$ cat config.mk
export PLATFORM = sky130hd
export DESIGN_NAME = ext_bus_target
export DESIGN_NICKNAME = d
export VERILOG_FILES = /design/src/rtl/ext_bus_target.sv
export SDC_FILE = /design/constraint.sdc
export NUM_CORES = 1
export LEC_CHECK = 0
export BUFFER_PORTS_ARGS = -buffer_cell sky130_fd_sc_hd__buf_2
export CAP_MARGIN = 30
export CORE_ASPECT_RATIO = 0.7
export CORE_MARGIN = 4
export CORE_UTILIZATION = 56
export CTS_CLUSTER_SIZE = 20
export DETAILED_ROUTE_END_ITERATION = 8
export PLACE_DENSITY = 0.78
export SLEW_MARGIN = 20
export SYNTH_ARGS = -nofsm -noshare
export SYNTH_HDL_FRONTEND = slang
export SYNTH_SLANG_ARGS = --single-unit
$ cat constraint.sdc
create_clock -name CLK -period 4.9 [get_ports CLK]
set_input_delay 0.49 -clock CLK [delete_from_list [all_inputs] [get_ports CLK]]
set_output_delay 0.49 -clock CLK [all_outputs]
set_load 0.02 [all_outputs]
$ cat src/rtl/ext_bus_target.sv
// ext_bus_target: responder for the external multiplexed 16-bit AD bus.
// Turns ALE0/ALE1 address phases and OE_N/WE_N strobes into single-beat
// requests on an internal valid/ready bus, and drives read data onto AD.
// Optional feature macro: EXTBUS_SYNC_EN. When it is defined, every bus input
// passes through a SYNC_STAGES-deep synchronizer. When it is undefined, a single
// input register is used and the master must be synchronous to CLK.
module ext_bus_target #(
  parameter int SYNC_STAGES = 2
) (
  input  logic        CLK,
  input  logic        RST_N,
  input  logic [15:0] AD_IN,
  output logic [15:0] AD_OUT,
  output logic        AD_OE,
  input  logic        ALE0,
  input  logic        ALE1,
  input  logic        OE_N,
  input  logic        WE_N,
  input  logic        BHE_N,
  output logic        req_valid,
  input  logic        req_ready,
  output logic        req_we,
  output logic [31:0] req_addr,
  output logic [15:0] req_wdata,
  output logic [1:0]  req_be,
  input  logic        rsp_valid,
  input  logic [15:0] rsp_rdata,
  output logic        err
);

`ifdef EXTBUS_SYNC_EN
  localparam int S = SYNC_STAGES;
`else
  localparam int S = 1;
`endif

  // Reject illegal synchronizer depths at elaboration.
  if (SYNC_STAGES != 2 && SYNC_STAGES != 3) begin : g_bad_sync_stages
    $error("ext_bus_target: SYNC_STAGES must be 2 or 3");
  end

  // Packed pin bundle: {ALE0, ALE1, OE_N, WE_N, BHE_N, AD}.
  localparam int W = 21;
  localparam logic [W-1:0] PINS_IDLE = {1'b0, 1'b0, 1'b1, 1'b1, 1'b1, 16'h0000};

  typedef enum logic [2:0] {
    IDLE, WR_REQ, RD_REQ, RD_WAIT, RD_DRIVE, RD_DRAIN
  } state_t;

  logic [W-1:0] pins_raw;
  logic [W-1:0] pipe [S];
  logic         s_ale0, s_ale1, s_oe_n, s_we_n, s_bhe_n;
  logic [15:0]  s_ad;
  logic         p_ale0, p_ale1, p_oe_n, p_we_n;
  logic [15:0]  p_ad;
  logic         ale0_fall, ale1_fall, we_rise, we_fall, oe_rise, oe_fall;
  logic [31:0]  addr_q;
  logic [15:0]  wcap_data;
  logic         wcap_bhe_n;
  state_t       state;
  logic         abort_q;
  logic         rd_state;
  logic         stray_strobe;

  assign pins_raw = {ALE0, ALE1, OE_N, WE_N, BHE_N, AD_IN};

  // Sample pipeline: every bus input goes through the same number of flops.
  always_ff @(posedge CLK or negedge RST_N) begin
    if (!RST_N) begin
      for (int i = 0; i < S; i++) pipe[i] <= PINS_IDLE;
    end else begin
      pipe[0] <= pins_raw;
      for (int i = 1; i < S; i++) pipe[i] <= pipe[i-1];
    end
  end

  assign s_ale0  = pipe[S-1][20];
  assign s_ale1  = pipe[S-1][19];
  assign s_oe_n  = pipe[S-1][18];
  assign s_we_n  = pipe[S-1][17];
  assign s_bhe_n = pipe[S-1][16];
  assign s_ad    = pipe[S-1][15:0];

  // Previous value of the last pipeline stage, used for edge detection.
  always_ff @(posedge CLK or negedge RST_N) begin
    if (!RST_N) begin
      p_ale0 <= 1'b0;
      p_ale1 <= 1'b0;
      p_oe_n <= 1'b1;
      p_we_n <= 1'b1;
      p_ad   <= 16'h0000;
    end else begin
      p_ale0 <= s_ale0;
      p_ale1 <= s_ale1;
      p_oe_n <= s_oe_n;
      p_we_n <= s_we_n;
      p_ad   <= s_ad;
    end
  end

  assign ale0_fall = p_ale0 & ~s_ale0;
  assign ale1_fall = p_ale1 & ~s_ale1;
  assign we_rise   = ~p_we_n & s_we_n;
  assign we_fall   = p_we_n & ~s_we_n;
  assign oe_rise   = ~p_oe_n & s_oe_n;
  assign oe_fall   = p_oe_n & ~s_oe_n;

  // Address halves latch the AD value seen with the last high ALE sample.
  always_ff @(posedge CLK or negedge RST_N) begin
    if (!RST_N) begin
      addr_q <= 32'h0;
    end else begin
      if (ale0_fall) addr_q[15:0]  <= p_ad;
      if (ale1_fall) addr_q[31:16] <= p_ad;
    end
  end

  // Write data and byte-high enable track AD while the write strobe is low.
  always_ff @(posedge CLK or negedge RST_N) begin
    if (!RST_N) begin
      wcap_data  <= 16'h0000;
      wcap_bhe_n <= 1'b1;
    end else if (!s_we_n) begin
      wcap_data  <= s_ad;
      wcap_bhe_n <= s_bhe_n;
    end
  end

  // An OE_N rise is expected in read states; every other strobe edge outside
  // IDLE is a protocol violation.
  assign rd_state     = (state == RD_REQ) || (state == RD_WAIT) ||
                        (state == RD_DRIVE) || (state == RD_DRAIN);
  assign stray_strobe = (state != IDLE) &&
                        (we_rise || we_fall || oe_fall || (oe_rise && !rd_state));

  // Bus-cycle state machine with registered request, AD drive and error outputs.
  always_ff @(posedge CLK or negedge RST_N) begin
    if (!RST_N) begin
      state     <= IDLE;
      abort_q   <= 1'b0;
      req_valid <= 1'b0;
      req_we    <= 1'b0;
      req_addr  <= 32'h0;
      req_wdata <= 16'h0000;
      req_be    <= 2'b00;
      AD_OUT    <= 16'h0000;
      AD_OE     <= 1'b0;
      err       <= 1'b0;
    end else begin
      if (stray_strobe) err <= 1'b1;
      case (state)
        IDLE: begin
          if (we_rise) begin
            state     <= WR_REQ;
            req_valid <= 1'b1;
            req_we    <= 1'b1;
            req_addr  <= addr_q;
            req_wdata <= wcap_data;
            req_be    <= {~wcap_bhe_n, ~addr_q[0]};
            if (oe_fall) err <= 1'b1;
          end else if (oe_fall) begin
            state     <= RD_REQ;
            req_valid <= 1'b1;
            req_we    <= 1'b0;
            req_addr  <= addr_q;
            req_be    <= {~s_bhe_n, ~addr_q[0]};
            abort_q   <= 1'b0;
          end
        end
        WR_REQ: begin
          if (req_ready) begin
            req_valid <= 1'b0;
            state     <= IDLE;
          end
        end
        RD_REQ: begin
          if (oe_rise) begin
            abort_q <= 1'b1;
            err     <= 1'b1;
          end
          if (req_ready) begin
            req_valid <= 1'b0;
            state     <= RD_WAIT;
          end
        end
        RD_WAIT: begin
          if (oe_rise) begin
            abort_q <= 1'b1;
            err     <= 1'b1;
          end
          if (rsp_valid) begin
            AD_OUT <= rsp_rdata;
            if (abort_q || oe_rise) begin
              state <= RD_DRAIN;
            end else if (!s_oe_n) begin
              state <= RD_DRIVE;
              AD_OE <= 1'b1;
            end else begin
              state <= IDLE;
            end
          end
        end
        RD_DRIVE: begin
          if (s_oe_n) begin
            AD_OE <= 1'b0;
            state <= IDLE;
          end
        end
        RD_DRAIN: begin
          abort_q <= 1'b0;
          state   <= IDLE;
        end
        default: state <= IDLE;
      endcase
    end
  end

endmodule

Word-level counts from Yosys, hierarchy flattened
Cells that the tools add are included.
{ "classes": {"reduce_logical": 25, "n_bitwise": 15, "eq_ne": 16, "n_mux": 32} }
{ "ops": {"columns": ["op", "n"], "rows": [
  ["$mux 32", 2],
  ["$mux 3", 8],
  ["$ne 2x2->1 const B", 8],
  ["$mux 1", 15],
  ["$pmux 3 s5", 1],
  ["$reduce_and 5->1", 2],
  ["$not 1->1", 9],
  ["$logic_or 1x1->1", 7],
  ["$and 1x1->1", 6],
  ["$eq 3x2->1 const B", 2],
  ["$eq 3x3->1 const B", 2],
  ["$pmux 1 s2", 3],
  ["$reduce_and 2->1", 3],
  ["$reduce_bool 2->1", 3],
  ["$reduce_bool 3->1", 2],
  ["$mux 2", 2],
  ["$ne 2x1->1 const B", 2],
  ["$reduce_and 4->1", 1],
  ["$reduce_or 2->1", 2],
  ["$eq 3x1->1 const B", 1],
  ["$logic_not 3->1", 1],
  ["$ne 3x3->1 const B", 1],
  ["$pmux 1 s3", 1],
  ["$reduce_and 3->1", 1],
  ["other kinds (2)", 3]
]} }
{ "totals": {"regBits": 164, "elab_cells": 108} }

Longest topological paths before layout
{ "depth": {"depth_word": 12, "depth_mapped": 8, "ltp_nobuf": 6} }

Least setup slack after synthesis
Ideal clock, no wire load.
{ "synth_path": {"path_type": "register -> register", "start": "register p_we_n", "end": "register req_addr[10]", "path_slack_ns": 3.102, "path_buffers": 2, "period_less_slack_ns": 1.798, "arrival_time_ns": 1.673, "setup_time_ns": 0.125, "required_time_ns": 4.775, "path_stages_with_launch": 7, "path_cell_list": "dfstp_2 > inv_1 > ha_1 > clkbuf_1 > o21ai_4 > buf_6 > mux2_4"} }
{ "synth_between": {"elab_chain_cells": 4} }
{ "synth_lines": {"columns": ["element", "line", "source"], "rows": [
  ["start: declaration", "54", "logic p_ale0, p_ale1, p_oe_n, p_we_n;"],
  ["start signal: assignment", "96", "p_we_n <= s_we_n;"],
  ["$not 1->1 *", "103", "assign we_rise = ~p_we_n & s_we_n;"],
  ["$and 1x1->1 *", "103", null],
  ["via we_rise", "56", "logic ale0_fall, ale1_fall, we_rise, we_fall, oe_rise, oe_fall;"],
  ["$reduce_bool 2->1 (no source line)", null, null],
  ["$reduce_and 2->1 (no source line)", null, null],
  ["end signal: assignment", "157", "req_addr <= addr_q;"],
  ["end signal: assignment", "165", "req_addr <= addr_q;"],
  ["end: declaration", "23", "output logic [31:0] req_addr,"]
]} }
The timed path passes the listed nets; every way through them passes the cells marked *.
A chain may end at the register's enable or synchronous reset.

Worst setup path in the final report
{ "layout_path": {"start": "register pipe[17] (netlist name)", "end": "register req_wdata[6]"} }
{ "layout_between": {"elab_chain_cells": 2} }
{ "layout_lines": {"columns": ["element", "line", "source"], "rows": [
  ["start: declaration", "51", "logic [W-1:0] pipe [S];"],
  ["$and 1x1->1", "103", null],
  ["via we_rise", "56", null],
  ["$reduce_and 2->1 (no source line)", null, null],
  ["end signal: assignment", "158", "req_wdata <= wcap_data;"],
  ["end: declaration", "24", "output logic [15:0] req_wdata,"]
]} }
The timed path passes the listed nets, and every way through them passes these cells.

==> run summary <==
### Status
* status: complete, no violations

### Synthesis
* Post-synth ARST share: 100.0%
* Netlist Area Pre-Place: 6045 sq um
* count of cell types in the netlist: 39
* synthesized area per cell: 15.54 sq um
* Synthesis Warnings: 0
* Post-synth top flop: dfrtp_1
* sequential area share after synthesis: 68.02%
* Synth Net Count: 432
* Synth Register Bits: 164
* number of instances in the synthesized netlist: 389
* count of flip-flops with a built-in enable after synthesis: 0

### Layout
* Post-Layout Inst Area: 7291 sq um
* antenna cell count: 0
* area growth from synthesis to layout: 20.62%
* layout cells sized above 1: 49.22%
* most used cells in the layout excluding fill and tap cells: dfrtp_1 (158), buf_2 (109), mux2_2 (64)
* most common library cell in the layout ignoring fill and taps: dfrtp_1
* NumNets Final: 546

### Route
* # DRC: 0
* average detailed-routed wire length per instance: 17.43 um
* vias after detailed routing: 3,365
* WL met3: 549 um
* Total Wirelength: 11.29 mm
* vias per cell: 5.193
* Top Layer Used: met4
* met2 routed wirelength: 5.456 mm
* sum of routed wire segments on met1: 5.208 mm
* number of iterations in the first detailed-routing pass: 4
* residual antenna-violating net count after detailed routing: 0
* Iteration-0 DRC Markers: 171

### Setup path
* Worst Setup Start Kind: register
* endpoint type of the worst setup path: register
* type of the worst setup path: reg2reg
* endpoint of the worst register-to-register path: req_wdata[6]$_DFFE_PN0P_
* CP arrival: 2.50 ns
* FF-to-FF Start: pipe[17]$_DFF_PN1_
* register-to-register setup slack: 2.69 ns
* start point of the critical path: pipe[17]$_DFF_PN1_
* Worst setup endpoint: req_wdata[6]$_DFFE_PN0P_
* highest fanout seen on the critical path: 19
* reg2reg path depth: 3
* CP Data Required Time: 5.19 ns

### Clock network
* Post-CTS Setup Repair Bufs: 0
* Post-CTS Resized: 0
* htree depth: 4
* Hold-fix buffers, CTS: 0
* clk_lat worst skew: 0.41 ns
* cts bufs inserted: 17
* TritonCTS clock tree: built
* maximum number of buffers from clock root to sink: 2
* CTS Root Buffer Type: clkbuf_16
* clock tree sinks: 164
* clock transition time at the flip-flop clock pins of the worst setup and hold paths: 0.06 ns

### Floorplanning
* vertical die dimension: 94.93 um
* placement row count: 31
* total I/O pin count: 111
* initial core utilization: 57.93%
* core footprint: 10,430 sq um
* Die Footprint: 12,550 sq um
* die extent in x: 132.2 um

### Timing
* WHS: 0.001642 ns
* number of hold violations in the final report: 0
* final setup vio count: 0
* Final Critical Period: 2.209 ns
* number of slew-limit violations in the final report: 0
* RSZ-0062 raised after global routing: no
* final period utilization: 45.07%
* worst-margin pin slew: 0.9880 ns
* Relative slew margins: 33.84%
* Max Clk Rate: 452.8 MHz
* final setup TNS: 0 ns
* Layout Skew: 0.007899 ns

### Pwr
* power density over the cells: 642.7 nW/um^2
* standby leakage power: 0.003512 uW
* maximum resistive drop on vdd: 0.0003596 V

### Placed design
* post-place instance area: 6684 sq um
* post-DP HPWL: 7.591 mm
* routability congestion estimate: 0.8135
* quantity of I/O buffers inserted on ports: 110

### GRT
* via count of the first global-routing pass: 3,551
* initial antenna violation count: 0
* total routing usage reported by global routing: 19.27%
* maximum number of pins on one net before global-route repair: 71
* global-route wire length before repair: 18.57 mm
* total gr overflow: 0

### Job
* count of maximum capacitance violations: 0

### Min path
* worst min-delay path class: in2async

-- per-layer routing --
layer  vias to the layer above  track usage, %
li1                       1554               -
met1                      1716           25.90
met3                         7           5.964
met4                         0           5.709
met2                        88           30.80
met5                         -               0
-- through the flow --
stage	std cells	utilization [%]	total power, uW	worst slack, ns
after floorplan	389	-	2899	3.102
after global placement	615	63.80	3308	2.787
after detailed placement	616	64.06	3366	2.715
after CTS	648	69.88	4733	2.698
after global routing	648	69.88	4917	2.598
final	648	69.88	4686	2.691
-- area by class of cell --
cell class                 count  area (sq um)
multi-input combinational    203          1793
tap                          132         165.2
sequential                   164          4111
timing repair buffer         113         599.3
fill                         699          3143
inverter                       4         15.01
clock buffer                  18         429.2
clock inverter                14         177.7
-- sequential cells by signal, summed over array words and instances (netlist names) --
register    flops
req_we          1
state           3
req_be          2
req_wdata      16
wcap_data      16
p_ale0          1
pipe           21
abort_q         1
req_addr       32
p_ad           16
err             1
req_valid       1
p_oe_n          1
p_ale1          1
AD_OE           1
wcap_bhe_n      1
addr_q         32
p_we_n          1
AD_OUT         16
-- worst max-delay path, cell delays in order, from the launching register on --
cell,delay (ns)
dfstp_2,0.82
ha_1,0.45
and2_4,0.42
mux2_2,0.39
-- report_power, final --
group / switching [uW] / internal [uW]
clock network: 536 / 808
registers: 244 / 1720
logic: 752 / 621
total: 1530 / 3150
-- Yosys cell counts, types with 2 or more instances --
cell type	instances	area (sq um)
a31oi_1	3	18.77
buf_2	10	50.05
buf_6	3	33.78
clkbuf_1	3	11.26
dfrtp_1	158	3954
dfstp_2	6	157.7
ha_1	2	25.02
inv_1	4	15.01
mux2_2	64	720.7
mux2_4	34	510.5
nand2_1	55	206.5
nand2b_1	3	18.77
nand3_1	2	10.01
nor2_1	4	15.01
nor2b_1	5	31.28
o21ai_0	10	50.05
-- kinds of logic (layout without fill, tap and decap cells) --
family / count (synthesis) / in the layout / synth area share (%)
multiplexers: 99 / 99 / 20.53
adder cells (fa/ha/maj): 2 / 2 / 0.4139
buffers and inverters: 22 / 149 / 2.401
AND/OR/NAND/NOR: 80 / 80 / 6.231
AO/OA/AOI/OAI: 22 / 22 / 2.402
flip-flops: 164 / 164 / 68.02
-- worst min path at each step --
stage | start | to
final | RST_N | pipe[19]$_DFF_PN0_
after global routing | RST_N | req_addr[2]$_DFFE_PN0P_
after CTS | RST_N | pipe[19]$_DFF_PN0_
after detailed placement | pipe[6]$_DFF_PN0_ | p_ad[6]$_DFF_PN0_
after global placement | pipe[6]$_DFF_PN0_ | p_ad[6]$_DFF_PN0_
after floorplan | RST_N | AD_OE$_DFFE_PN0P_
(Power assumes the default switching activity.)
